===== src/rtl/multiplier_controller_param_pkg.sv =====
// Shared state encodings and width helpers for the digit-serial multiplier controller.
package mult_ctrl_pkg;

    typedef enum logic [2:0] {
        IDLE  = 3'd0,
        CLEAR = 3'd1,
        CALC  = 3'd2,
        DONE  = 3'd3
    } state_t;

    // Digit select width: max(1, clog2(num_digits)).
    function automatic int sel_width(input int num_digits);
        return ($clog2(num_digits) < 1) ? 1 : $clog2(num_digits);
    endfunction

    // Shift select must hold i + j up to 2*(num_digits-1).
    function automatic int shf_width(input int num_digits);
        return $clog2(2 * num_digits - 1);
    endfunction

endpackage


===== src/rtl/multiplier_controller_param_if.sv =====
// Control/status bundle between the multiplier datapath owner and its sequencing controller.
interface multiplier_controller_param_if
    import mult_ctrl_pkg::*;
#(
    parameter int NUM_DIGITS = 2
);
    localparam int SEL_W = sel_width(NUM_DIGITS);
    localparam int SHF_W = shf_width(NUM_DIGITS);

    logic             start;
    logic             stall;
    logic             abort;
    logic [SEL_W-1:0] a_sel;
    logic [SEL_W-1:0] b_sel;
    logic [SHF_W-1:0] shift_sel;
    logic [2:0]       state_out;
    logic             clk_ena;
    logic             sclr_n;
    logic             busy;
    logic             done;

    modport master (
        output start, stall, abort,
        input  a_sel, b_sel, shift_sel, state_out, clk_ena, sclr_n, busy, done
    );

    modport slave (
        input  start, stall, abort,
        output a_sel, b_sel, shift_sel, state_out, clk_ena, sclr_n, busy, done
    );

endinterface


===== src/rtl/multiplier_controller_param_digit_pair_counter.sv =====
// Nested digit-pair counter: j is the inner index, wrapping into i; both wrap after (N-1, N-1).
module digit_pair_counter #(
    parameter int NUM_DIGITS = 2,
    parameter int SEL_W      = 1
) (
    input  logic             clk,
    input  logic             reset_a,
    input  logic             clr,
    input  logic             inc,
    output logic [SEL_W-1:0] i,
    output logic [SEL_W-1:0] j,
    output logic             last
);
    localparam logic [SEL_W-1:0] MAX_IDX = SEL_W'(NUM_DIGITS - 1);

    logic j_last;
    logic i_last;

    assign j_last = (j == MAX_IDX);
    assign i_last = (i == MAX_IDX);
    assign last   = i_last && j_last;

    // NOTE: sequential state uses non-blocking assignments so every register samples pre-edge values.
    always_ff @(posedge clk or posedge reset_a) begin
        if (reset_a) begin
            i <= '0;
            j <= '0;
        end else if (clr) begin
            i <= '0;
            j <= '0;
        end else if (inc) begin
            if (j_last) begin
                j <= '0;
                // Explicit wrap keeps non-power-of-two digit counts in range.
                i <= i_last ? '0 : i + SEL_W'(1);
            end else begin
                j <= j + SEL_W'(1);
            end
        end
    end

endmodule


===== src/rtl/multiplier_controller_param.sv =====
// Sequencing controller walking every operand digit pair through the shared digit multiplier.
module multiplier_controller_param
    import mult_ctrl_pkg::*;
#(
    parameter int NUM_DIGITS = 2
) (
    input logic                         clk,
    input logic                         reset_a,
    multiplier_controller_param_if.slave bus
);
    localparam int SEL_W = sel_width(NUM_DIGITS);
    localparam int SHF_W = shf_width(NUM_DIGITS);

    state_t           state;
    state_t           state_next;
    logic [SEL_W-1:0] i_idx;
    logic [SEL_W-1:0] j_idx;
    logic             last_pair;
    logic             cnt_clr;
    logic             cnt_inc;

    // Indices only move in CALC; any other state (or an abort) parks them at (0,0).
    assign cnt_clr = (state != CALC) || bus.abort;
    assign cnt_inc = (state == CALC) && !bus.stall;

    digit_pair_counter #(
        .NUM_DIGITS(NUM_DIGITS),
        .SEL_W     (SEL_W)
    ) u_pair_cnt (
        .clk    (clk),
        .reset_a(reset_a),
        .clr    (cnt_clr),
        .inc    (cnt_inc),
        .i      (i_idx),
        .j      (j_idx),
        .last   (last_pair)
    );

    always_ff @(posedge clk or posedge reset_a) begin
        if (reset_a) state <= IDLE;
        else         state <= state_next;
    end

    // NOTE: every always_comb output gets a default first, so no path can infer a latch.
    always_comb begin
        state_next = state;
        case (state)
            IDLE:  if (bus.start && !bus.abort) state_next = CLEAR;
            CLEAR: state_next = bus.abort ? IDLE : CALC;
            CALC: begin
                if (bus.abort)                   state_next = IDLE;
                else if (!bus.stall && last_pair) state_next = DONE;
            end
            DONE:  state_next = (bus.start && !bus.abort) ? CLEAR : IDLE;
            default: state_next = IDLE;
        endcase
    end

    always_comb begin
        bus.a_sel     = '0;
        bus.b_sel     = '0;
        bus.shift_sel = '0;
        bus.state_out = state;
        bus.clk_ena   = 1'b0;
        bus.sclr_n    = 1'b1;
        bus.busy      = 1'b0;
        bus.done      = 1'b0;
        case (state)
            CLEAR: begin
                bus.sclr_n  = 1'b0;
                bus.clk_ena = 1'b1;
                bus.busy    = 1'b1;
            end
            CALC: begin
                bus.a_sel     = i_idx;
                bus.b_sel     = j_idx;
                bus.shift_sel = SHF_W'(i_idx) + SHF_W'(j_idx);
                // A stalled pair must not be accumulated.
                bus.clk_ena   = !bus.stall;
                bus.busy      = 1'b1;
            end
            DONE:    bus.done = 1'b1;
            default: ;
        endcase
    end

endmodule


===== src/flat_wrapper.sv =====
// flat-port wrapper written by rule: the top's interface ports become plain ports
module multiplier_controller_param_flat import mult_ctrl_pkg::*;
#(
    parameter int NUM_DIGITS = 2
)
  (clk, reset_a, bus_start, bus_stall, bus_abort, bus_a_sel, bus_b_sel, bus_shift_sel, bus_state_out, bus_clk_ena, bus_sclr_n, bus_busy, bus_done);
  multiplier_controller_param_if #(.NUM_DIGITS(NUM_DIGITS)) bus_i ();
  input logic clk;
  input logic reset_a;
  input wire logic [$bits(bus_i.start)-1:0] bus_start;
  input wire logic [$bits(bus_i.stall)-1:0] bus_stall;
  input wire logic [$bits(bus_i.abort)-1:0] bus_abort;
  output wire logic [$bits(bus_i.a_sel)-1:0] bus_a_sel;
  output wire logic [$bits(bus_i.b_sel)-1:0] bus_b_sel;
  output wire logic [$bits(bus_i.shift_sel)-1:0] bus_shift_sel;
  output wire logic [$bits(bus_i.state_out)-1:0] bus_state_out;
  output wire logic [$bits(bus_i.clk_ena)-1:0] bus_clk_ena;
  output wire logic [$bits(bus_i.sclr_n)-1:0] bus_sclr_n;
  output wire logic [$bits(bus_i.busy)-1:0] bus_busy;
  output wire logic [$bits(bus_i.done)-1:0] bus_done;
  assign bus_i.start = bus_start;
  assign bus_i.stall = bus_stall;
  assign bus_i.abort = bus_abort;
  assign bus_a_sel = bus_i.a_sel;
  assign bus_b_sel = bus_i.b_sel;
  assign bus_shift_sel = bus_i.shift_sel;
  assign bus_state_out = bus_i.state_out;
  assign bus_clk_ena = bus_i.clk_ena;
  assign bus_sclr_n = bus_i.sclr_n;
  assign bus_busy = bus_i.busy;
  assign bus_done = bus_i.done;
  multiplier_controller_param #(.NUM_DIGITS(NUM_DIGITS)) u_core (.clk(clk), .reset_a(reset_a), .bus(bus_i));
endmodule

===== config.mk =====
export PLATFORM = sky130hd
export DESIGN_NAME = multiplier_controller_param_flat
export DESIGN_NICKNAME = d
export VERILOG_FILES = /design/src/rtl/multiplier_controller_param_pkg.sv /design/src/rtl/multiplier_controller_param_if.sv /design/src/rtl/multiplier_controller_param_digit_pair_counter.sv /design/src/rtl/multiplier_controller_param.sv /design/src/flat_wrapper.sv
export SDC_FILE = /design/constraint.sdc
export NUM_CORES = 1
export LEC_CHECK = 0
export ABC_CLOCK_PERIOD_IN_PS = 1790
export CAP_MARGIN = 25
export CORE_AREA = 2 2 39 41
export CTS_BUF_LIST = sky130_fd_sc_hd__clkbuf_8 sky130_fd_sc_hd__clkbuf_16
export CTS_CLUSTER_DIAMETER = 50
export DETAILED_ROUTE_END_ITERATION = 8
export DIE_AREA = 0 0 41 43
export PLACE_DENSITY = 0.56
export SKIP_LAST_GASP = 1
export SLEW_MARGIN = 20
export SYNTH_ARGS = -nofsm -noshare
export SYNTH_HDL_FRONTEND = slang
export SYNTH_SLANG_ARGS = --single-unit
export TNS_END_PERCENT = 10

===== constraint.sdc =====
create_clock -name clk -period 1.79 [get_ports clk]
set_clock_uncertainty 0.2 [all_clocks]
set_input_delay 0.2685 -clock clk [delete_from_list [all_inputs] [get_ports clk]]
set_output_delay 0.2685 -clock clk [all_outputs]
set_load 0.1 [all_outputs]

==> reports/metrics.yaml <==
outcome: "complete, but fails checks"
violations: "setup timing"
hold_viol_final: 0
avgSynthCellArea_um2: 9.54
firstDrtPassIters: 3
netlist_area_um2: 334
grt_usage_pct: 11.0
htree_levels: 1
synth_nets: 45
hold_class: "in -> async"
overflow: 0
avgViaCountPerCell: 4.21
gp_congestion: 0.630
cts_tree: "done"
multi_input_area_um2: 260
ys_seq_area_share_pct: 30.0
cp-end-kind: "output pin"
remaining_drc_errors: 0
netlist_instances: 35
core_area_um2: 1380
fin_crit_sh_pct: 105
r2r-start: "u_core.bus.state_out[0]$_DFFE_PP0P_"
crit_required_ns: 1.32
synth_flop_cell: "dfrtp_1"
async_flop_share_pct: 100
netlist_top_cells_area: "dfrtp_1 (30%), ha_1 (19%), and2_2 (9.0%)"
ant_nets: 0
wl_per_cell_um: 9.99
worstSkewPairLatency_ns: 0.22
nets: 71
cts_buffers: 3
yosysMostFrequentCell: "ha_1"
synth-edff-count: 0
r2r_end: "u_core.bus.state_out[0]$_DFFE_PP0P_"
rows: 14
period_needed_ns: 1.88
area_delta_synth_final_pct: 128
pin_count: 16
reg2regPathDepth: 6
grt_first_pass_wirelength_um: 1280
worst-r2r-setup-slack_ns: 0.19
die-area_um2: 1760
path_clk_slew_ns: 0.03
synth_warnings: 0
grt_max_degree: 8
grt_pass1_vias: 333
die_y_um: 43
setup_violations: 3
antenna_found_initial: 0
synth.ff_latch_count: 4
layoutNonFillerInstCount: 76
drt-initial-drc-count: 2
synth_top_cell_by_area: "dfrtp_1"
fp.dieW_um: 41
ctsHoldBuffers: 0
drive_gt1_share_pct: 60.0
vias: 320
dp_hpwl_um: 591
routed_wl_um: 759
cts_buffer_depth: 2
start_util_pct: 24.1
maxSlewViolCount: 0
io_buffers: 14
path_class: "reg -> out"
ys_types: 18
cts_sinks: 4
crit_path_max_fanout: 2
yosys.area.top_type_share_pct: 30.0
cap_viol_max_count: 0
max_freq_mhz: 531
dp.cells: 68
regArea_um2: 108
insertedDiodeCount: 0
cpMaxStageDelayCell: "dfrtp_4"
dp_slack_ns: 0.0583
rsz0062_at_grt: "yes"
start_kind: "register"
crit_chain: "inv_4 -> buf_6 -> ha_4 -> a21boi_4 -> buf_12"
arrival_ns: 1.41
slowest_delay_ns: 0.41
worst_slack_ns: -0.0925
synthTopCellsByCount: "ha_1 (5), and2_2 (4), dfrtp_1 (4), inv_1 (4), nor2b_1 (3)"
cts_root_buf: "clkbuf_8"
fillers: 124
[logic make-up after synthesis]
logic type	share of synthesized area (%)
compound gates	13.1
xor+xnor	2.62
fa+ha+maj	18.7
buf+inv	6.74
flops	30.0
mux	3.00
other cells	1.12
simple gates	24.7
[registers in the layout (all words and copies together), names as in the netlist]
register and flops:
u_core.bus.state_out 2, u_core.u_pair_cnt.i 1, u_core.u_pair_cnt.j 1
[worst max-delay path, delay by kind of cell, from the launching register on]
kind | cells | cell delay, ns
AO/OA/AOI/OAI | 1 | 0.18
adder cells (fa/ha/maj) | 1 | 0.26
buffers and inverters | 3 | 0.35
flip-flops | 1 | 0.41
[worst max path at each step]
stage / start / endpoint / slack [ns] / depth (start not counted)
4_1_cts: u_core.bus.state_out[0]$_DFFE_PP0P_ / bus_clk_ena / -0.1 / 5
2_1_floorplan: u_core.bus.state_out[1]$_DFFE_PP0P_ / bus_clk_ena / -0.74 / 4
6_report: u_core.bus.state_out[0]$_DFFE_PP0P_ / bus_clk_ena / -0.09 / 5
5_1_grt: u_core.bus.state_out[0]$_DFFE_PP0P_ / bus_clk_ena / -0.13 / 5
3_3_place_gp: u_core.bus.state_out[1]$_DFFE_PP0P_ / u_core.bus.state_out[1]$_DFFE_PP0P_ / 0.07 / 5
3_5_place_dp: u_core.bus.state_out[0]$_DFFE_PP0P_ / bus_clk_ena / 0.06 / 5
[cell usage in the layout (no fill, tap or decap), types with 2 or more instances in the layout]
master           instances
buf_12                  10
buf_4                    7
and2_2                   4
clkdlybuf4s50_1          4
nor2b_1                  3
ha_4                     3
clkbuf_8                 3
nor2_1                   2
inv_4                    2
nand2b_1                 2
inv_1                    2
ha_1                     2
dfrtp_4                  2
dfrtp_1                  2
[repair_timing]
action                     4_1_cts  5_1_grt
buffers inserted                 3        1
gates cloned                     0        0
setup endpoints to repair        5        5
pin swaps                        2        2
gates resized for setup          5        0
[final cells by class]
class                      instances  share of cell area [%]
clock buffer                       3                    5.43
multi-input combinational         26                    34.2
timing repair buffer              22                    40.0
sequential                         4                    14.1
inverter                           4                    3.12
clock inverter                     1                   0.493
tap                               16                    2.63
[layer usage]
layer	wire length, um	global-route usage, %	part of all wire [%]	vias up
li1	-	-	-	158
met3	47	4.71	6.2	0
met2	414	18.4	55	10
met4	0	4.00	0	0
met5	0	0	0	-
met1	296	11.4	39	152
[metrics by stage]
step	hold WS [ns]	TNS, ns	area, um^2	utilization [%]
final	0.0340	-0.196	761	55.0
after global routing	0.0689	-0.307	761	55.0
after CTS	0.0353	-0.199	753	54.4
after detailed placement	0.265	0	667	48.2
after global placement	0.263	0	667	48.2
after floorplan	-0.165	-2.21	384	-
Power is left out: the tool's default activity adds up to more than one toggle a clock period on the data nets, which glitch-free logic cannot reach.
